<file path="src/rtl/mem_arb_pkg.sv">
// Shared types and parameter defaults for the data/instruction memory arbiter.
package mem_arb_pkg;

  localparam int unsigned ADDR_W_DEF     = 32;
  localparam int unsigned DATA_W_DEF     = 32;
  localparam int unsigned STARVE_LIM_DEF = 3;
  localparam int unsigned TIMEOUT_DEF    = 255;

  typedef enum logic [1:0] {
    IDLE,
    GNT_D,
    GNT_I,
    DONE
  } state_t;

  // Counter width able to hold 0..lim, never narrower than one bit.
  function automatic int unsigned cnt_width(input int unsigned lim);
    return (lim < 1) ? 1 : $clog2(lim + 1);
  endfunction

endpackage

</file>
<file path="src/rtl/mem_arb_pick.sv">
// Grant decision: data wins ties unless the instruction side has been passed over STARVE_LIM times.
module mem_arb_pick
  import mem_arb_pkg::*;
#(
  parameter int unsigned STARVE_LIM = STARVE_LIM_DEF,
  parameter int unsigned CNT_W      = cnt_width(STARVE_LIM)
) (
  input  logic             d_req_i,
  input  logic             i_req_i,
  input  logic [CNT_W-1:0] starve_cnt_i,
  output logic             pick_d_o,
  output logic             pick_i_o
);

  logic starved;

  always_comb begin
    starved  = i_req_i && (starve_cnt_i == CNT_W'(STARVE_LIM));
    pick_i_o = i_req_i && (!d_req_i || starved);
    pick_d_o = d_req_i && !pick_i_o;
  end

endmodule

</file>
<file path="src/rtl/mem_arbiter.sv">
// Two-port (data/instruction cache) arbiter onto a single memory port with
// starvation control, grant watchdog and fully registered outputs.
module mem_arbiter
  import mem_arb_pkg::*;
#(
  parameter int unsigned ADDR_W     = ADDR_W_DEF,
  parameter int unsigned DATA_W     = DATA_W_DEF,
  parameter int unsigned STARVE_LIM = STARVE_LIM_DEF,
  parameter int unsigned TIMEOUT    = TIMEOUT_DEF
) (
  input  logic              clk,
  input  logic              reset,
  input  logic              d_rd,
  input  logic              d_wr,
  input  logic [ADDR_W-1:0] d_addr,
  input  logic [DATA_W-1:0] d_wdata,
  output logic [DATA_W-1:0] d_rdata,
  output logic              d_ready,
  input  logic              i_rd,
  input  logic [ADDR_W-1:0] i_addr,
  output logic [DATA_W-1:0] i_rdata,
  output logic              i_ready,
  output logic              mem_oe,
  output logic              mem_we,
  output logic [ADDR_W-1:0] mem_addr,
  output logic [DATA_W-1:0] mem_wdata,
  input  logic [DATA_W-1:0] mem_rdata,
  input  logic              mem_ready,
  output logic              busy,
  output logic              bus_err
);

  localparam int unsigned SC_W = cnt_width(STARVE_LIM);
  localparam int unsigned WD_W = cnt_width(TIMEOUT);

  state_t            state_q, state_d;
  logic [SC_W-1:0]   starve_q, starve_d;
  logic [WD_W-1:0]   wdog_q, wdog_d;
  logic              we_op_q, we_op_d;
  logic [ADDR_W-1:0] addr_q, addr_d;
  logic [DATA_W-1:0] wdata_q, wdata_d;
  logic [DATA_W-1:0] d_rdata_q, d_rdata_d;
  logic [DATA_W-1:0] i_rdata_q, i_rdata_d;
  logic              mem_oe_q, mem_oe_d;
  logic              mem_we_q, mem_we_d;
  logic              d_ready_q, d_ready_d;
  logic              i_ready_q, i_ready_d;
  logic              busy_q, busy_d;
  logic              bus_err_q, bus_err_d;

  logic pick_d, pick_i;
  logic in_grant, timeout_hit;

  mem_arb_pick #(
    .STARVE_LIM (STARVE_LIM),
    .CNT_W      (SC_W)
  ) u_pick (
    .d_req_i      (d_rd | d_wr),
    .i_req_i      (i_rd),
    .starve_cnt_i (starve_q),
    .pick_d_o     (pick_d),
    .pick_i_o     (pick_i)
  );

  assign in_grant    = (state_q == GNT_D) || (state_q == GNT_I);
  assign timeout_hit = in_grant && !mem_ready && (wdog_q == WD_W'(TIMEOUT - 1));

  always_ff @(posedge clk or posedge reset) begin
    if (reset) state_q <= IDLE;
    else       state_q <= state_d;
  end

  always_comb begin
    state_d = state_q;
    unique case (state_q)
      IDLE:         if (pick_d) state_d = GNT_D;
                    else if (pick_i) state_d = GNT_I;
      GNT_D, GNT_I: if (mem_ready || timeout_hit) state_d = DONE;
      DONE:         state_d = IDLE;
      default:      state_d = IDLE;
    endcase
  end

  // Registered outputs are computed from the next state so they line up with it.
  always_comb begin
    starve_d  = starve_q;
    wdog_d    = wdog_q;
    we_op_d   = we_op_q;
    addr_d    = addr_q;
    wdata_d   = wdata_q;
    d_rdata_d = d_rdata_q;
    i_rdata_d = i_rdata_q;
    bus_err_d = bus_err_q || timeout_hit;

    if (state_q == IDLE && state_d == GNT_D) begin
      addr_d  = d_addr;
      wdata_d = d_wdata;
      we_op_d = d_wr;
      wdog_d  = '0;
      if (i_rd && starve_q != SC_W'(STARVE_LIM)) starve_d = starve_q + 1'b1;
    end else if (state_q == IDLE && state_d == GNT_I) begin
      addr_d   = i_addr;
      wdata_d  = '0;
      we_op_d  = 1'b0;
      wdog_d   = '0;
      starve_d = '0;
    end else if (in_grant && state_d == state_q) begin
      wdog_d = wdog_q + 1'b1;
    end

    if (state_q == GNT_D && mem_ready && !we_op_q) d_rdata_d = mem_rdata;
    if (state_q == GNT_I && mem_ready)             i_rdata_d = mem_rdata;

    mem_oe_d  = (state_d == GNT_I) || (state_d == GNT_D && !we_op_d);
    mem_we_d  = (state_d == GNT_D) && we_op_d;
    d_ready_d = (state_q == GNT_D) && (state_d == DONE);
    i_ready_d = (state_q == GNT_I) && (state_d == DONE);
    busy_d    = (state_d != IDLE);
  end

  always_ff @(posedge clk or posedge reset) begin
    if (reset) begin
      starve_q  <= '0;
      wdog_q    <= '0;
      we_op_q   <= 1'b0;
      addr_q    <= '0;
      wdata_q   <= '0;
      d_rdata_q <= '0;
      i_rdata_q <= '0;
      mem_oe_q  <= 1'b0;
      mem_we_q  <= 1'b0;
      d_ready_q <= 1'b0;
      i_ready_q <= 1'b0;
      busy_q    <= 1'b0;
      bus_err_q <= 1'b0;
    end else begin
      starve_q  <= starve_d;
      wdog_q    <= wdog_d;
      we_op_q   <= we_op_d;
      addr_q    <= addr_d;
      wdata_q   <= wdata_d;
      d_rdata_q <= d_rdata_d;
      i_rdata_q <= i_rdata_d;
      mem_oe_q  <= mem_oe_d;
      mem_we_q  <= mem_we_d;
      d_ready_q <= d_ready_d;
      i_ready_q <= i_ready_d;
      busy_q    <= busy_d;
      bus_err_q <= bus_err_d;
    end
  end

  assign d_rdata   = d_rdata_q;
  assign i_rdata   = i_rdata_q;
  assign d_ready   = d_ready_q;
  assign i_ready   = i_ready_q;
  assign mem_oe    = mem_oe_q;
  assign mem_we    = mem_we_q;
  assign mem_addr  = addr_q;
  assign mem_wdata = wdata_q;
  assign busy      = busy_q;
  assign bus_err   = bus_err_q;

endmodule

</file>
<file path="config.mk">
export PLATFORM = sky130hd
export DESIGN_NAME = mem_arbiter
export DESIGN_NICKNAME = d
export VERILOG_FILES = /design/src/rtl/mem_arb_pkg.sv /design/src/rtl/mem_arb_pick.sv /design/src/rtl/mem_arbiter.sv
export SDC_FILE = /design/constraint.sdc
export NUM_CORES = 1
export LEC_CHECK = 0
export CAP_MARGIN = 20
export CORE_ASPECT_RATIO = 1.25
export CORE_UTILIZATION = 41
export CTS_CLUSTER_DIAMETER = 100
export DETAILED_ROUTE_END_ITERATION = 8
export PLACE_DENSITY = 0.79
export SLEW_MARGIN = 0
export SYNTH_ARGS = -nofsm -noshare
export SYNTH_HDL_FRONTEND = slang
export SYNTH_SLANG_ARGS = --single-unit
</file>
<file path="constraint.sdc">
create_clock -name clk -period 16 [get_ports clk]
set_input_delay 4 -clock clk [delete_from_list [all_inputs] [get_ports clk]]
set_output_delay 4 -clock clk [all_outputs]
set_load 0.01 [all_outputs]
</file>
==> key figures <==
Clocking
  – # clock sinks: 147
  – Clock-pin slew on the worst setup and hold paths: 60 ps
  – Root buf cell: clkbuf_16
  – Clock Tree Buf Depth: 2
  – Hold buffer count at cts: 0
  – Num CTS Buffers: 17
  – CTS tree: done
  – Post-CTS Setup Inserts: 0
  – Post-CTS Resized: 0
  – Clock Latency Late Sink: 410 ps
  – CTS H-tree depth: 4

Yosys
  – Syn Nets: 573
  – Post-synth EDFFs: 0
  – Most frequent cell after synthesis: dfrtp_1
  – Synth Warn #: 0
  – Yosys cell types: 40
  – Ranking of synthesized cells by area: dfrtp_1, a22o_1, mux2_2, ha_1, clkbuf_1
  – Register area share after synthesis: 61.3%
  – Synthesized area per cell: 13.9 sq um
  – Area leader, netlist: dfrtp_1
  – Area of the mapped netlist: 0.00600 sq mm
  – Commonest cells post-synth: dfrtp_1, a22o_1, mux2_2, clkbuf_1, inv_1
  – Main synth FF type: dfrtp_1
  – Yosys reg bits: 147
  – Syn Inst Count: 433
  – Post-synth top area share: 61.3%
  – Ys async rst share: 100%

Worst setup path
  – Critical Path, Cell by Cell: clkdlybuf4s50_1 -> a2bb2oi_1 -> o21a_1 -> a221oi_2 -> or3b_1 -> mux2i_1
  – Delay-heaviest family, CP: compound AO/OA/AOI/OAI gates
  – CP required: 16290 ps
  – Kind of end point of the critical path: flip-flop
  – Reg2reg end: mem_oe
  – Crit-path max FO: 12
  – Slowest stage delay, CP: 710 ps
  – Critical Path AT: 6420 ps
  – Crit Path Category: input port to flip-flop
  – CP max-delay cell: clkdlybuf4s50_1
  – Reg2reg path depth: 8
  – Reg2reg start: state_q[0]
  – Reg-to-reg slack, setup: 13250 ps
  – Startpoint types: input port
  – Crit path buffers/inverters: 1

STA
  – RSZ-0062 raised after global routing: no
  – FMAX: 163 MHz
  – Clk_skew: 9.03 ps
  – Count of final hold-check violations: 0
  – Max-slew violation total from the final report: 0
  – Fin crit period: 6130 ps
  – Final WS setup: 9870 ps
  – Setup TNS: 0 ps
  – Worst Tran Pin Value: 974 ps
  – Period utilization: 38.3%
  – Worst slew margin: 35.1%
  – Final setup viols: 0

Placed design
  – Port bufs: 267
  – Gpl congestion: 0.838
  – Placed cell area: 0.00887 sq mm
  – Placed cell count: 853
  – Post-DP HPWL: 11400 um
  – Post-place setup slack: 9460 ps

Detailed routing
  – Wire per inst: 17.8 um
  – Residual DRC: 0
  – Routed wire length: 15800 um
  – DRT iter0 DRCs: 208
  – Vias per cell: 5.23
  – Vias: 4634
  – Final ANT Viol Nets: 0
  – First drt pass iteration count: 4

Floorplanning
  – Die Span Y: 137 um
  – # IOs: 268
  – Core Region: 0.0143 sq mm
  – Rows: 49
  – Chip width: 110 um
  – Die Footprint: 0.0151 sq mm
  – Initial core utilization: 41.8%

Worst hold path
  – Min-delay src: bus_err
  – WHS Endpoint: bus_err
  – Worst Hold Class: flip-flop to flip-flop
  – Hold Crit Depth: 2

Global route
  – Largest net degree at the start of global routing: 84
  – Tot GR Track Use: 20.7%
  – Initial antenna violation count: 0
  – Vias in the first global route: 4809
  – Grt total ovfl: 0
  – First-pass GRT wire length: 23900 um

Final layout
  – Final instance area: 0.00950 sq mm
  – Share of layout cells above drive strength 1: 15.4%
  – Nets: 835
  – Cell Count, Final, Fillers Out: 886
  – Multi-input gate area in the final layout: 0.00217 sq mm
  – Storage cell area: 0.00368 sq mm
  – Fillcell total: 1081
  – ANT cells: 0
  – Synth-to-Final Area Change: 58.3%

Power and ir drop
  – Worst vdd ir: 0.115 mV
  – P_leak: 4.15 nW
  – Cell Pwr Density: 200 mW/mm^2
  – Total power: 0.00190 W

Run
  – Max-Cap Viols: 0

Run status
  – Status: completed
-- state kept, by name (all words and copies together), names as in the netlist --
| name | cells |
|---|---|
| bus_err | 1 |
| busy | 1 |
| d_rdata | 32 |
| d_ready | 1 |
| i_rdata | 32 |
| i_ready | 1 |
| mem_addr | 32 |
| mem_oe | 1 |
| mem_wdata | 32 |
| mem_we | 1 |
| starve_q | 2 |
| state_q | 2 |
| wdog_q | 8 |
| we_op_q | 1 |
-- routing by layer --
metal  wire, um  track usage [%]
met4        206             7.60
met2       8190             36.3
met1       6080             23.8
met3       1300             6.05
met5          0                0
-- final cells by class --
cell class              count  share of cell area [%]
flip-flops and latches    147                    38.7
repair buffers            275                    29.2
multi-input cells         243                    22.8
clock buffers              17                    4.48
well taps                 178                    2.35
clock inverters            15                    1.95
inverters                  11                   0.487
-- power breakdown --
part | internal (W) | switching [W]
registers | 0.000543 | 0.0000969
clock network | 0.000238 | 0.000168
logic | 0.000500 | 0.000354
total | 0.00128 | 0.000619
-- cell usage in the layout (no fill, tap or decap), types with 3 or more instances in the layout --
master           synthesis  layout
a21oi_1                  6       6
a22o_1                  96      96
and3_1                   7       7
buf_4                    0       5
clkbuf_16                0      17
clkdlybuf4s50_1          0     267
dfrtp_1                147     147
ha_1                     6       6
inv_1                   11      10
inv_6                    0       7
inv_8                    0       3
mux2_2                  64      64
mux2i_1                  3       3
nand2_1                 10      10
nand2b_1                 4       4
nand4_1                  4       4
nor2_1                   5       3
nor4b_1                  3       3
o21a_1                   5       5
o21ai_0                  3       3
-- how the worst max path moves through the flow --
| stage | slack, ps | endpoint | cells past startpoint | from |
|---|---|---|---|---|
| after floorplan | 8050 | bus_err | 1 | reset |
| after global placement | 9260 | mem_we | 6 | d_wr |
| after detailed placement | 9460 | wdog_q[6] | 6 | i_rd |
| after CTS | 9910 | wdog_q[6] | 6 | i_rd |
| after global routing | 9690 | wdog_q[6] | 6 | i_rd |
| final | 9870 | wdog_q[6] | 6 | i_rd |
-- cell families after synthesis --
family	share of synthesized area, %
AO/OA/AOI/OAI	17.7
AND/OR/NAND/NOR	4.05
adder cells (fa/ha/maj)	1.25
flip-flops	61.3
multiplexers	12.5
XOR/XNOR	0.292
buffers and inverters	2.86
-- worst reg2reg max path: stages (launching register included) --
cell      delay (ps)
dfrtp_1          520
inv_1            160
ha_1             370
nand4_1          130
o21bai_1         130
o32ai_1          730
inv_1            210
o31ai_1          270
or3_1            160
-- per-stage QoR --
step / hold slack, ps / util [%]
2_1_floorplan: 470 / -
3_3_place_gp: 461 / 61.5
3_5_place_dp: 478 / 61.8
4_1_cts: 493 / 66.1
5_1_grt: 514 / 66.2
6_report: 481 / 66.2
(Power assumes the default switching activity.)
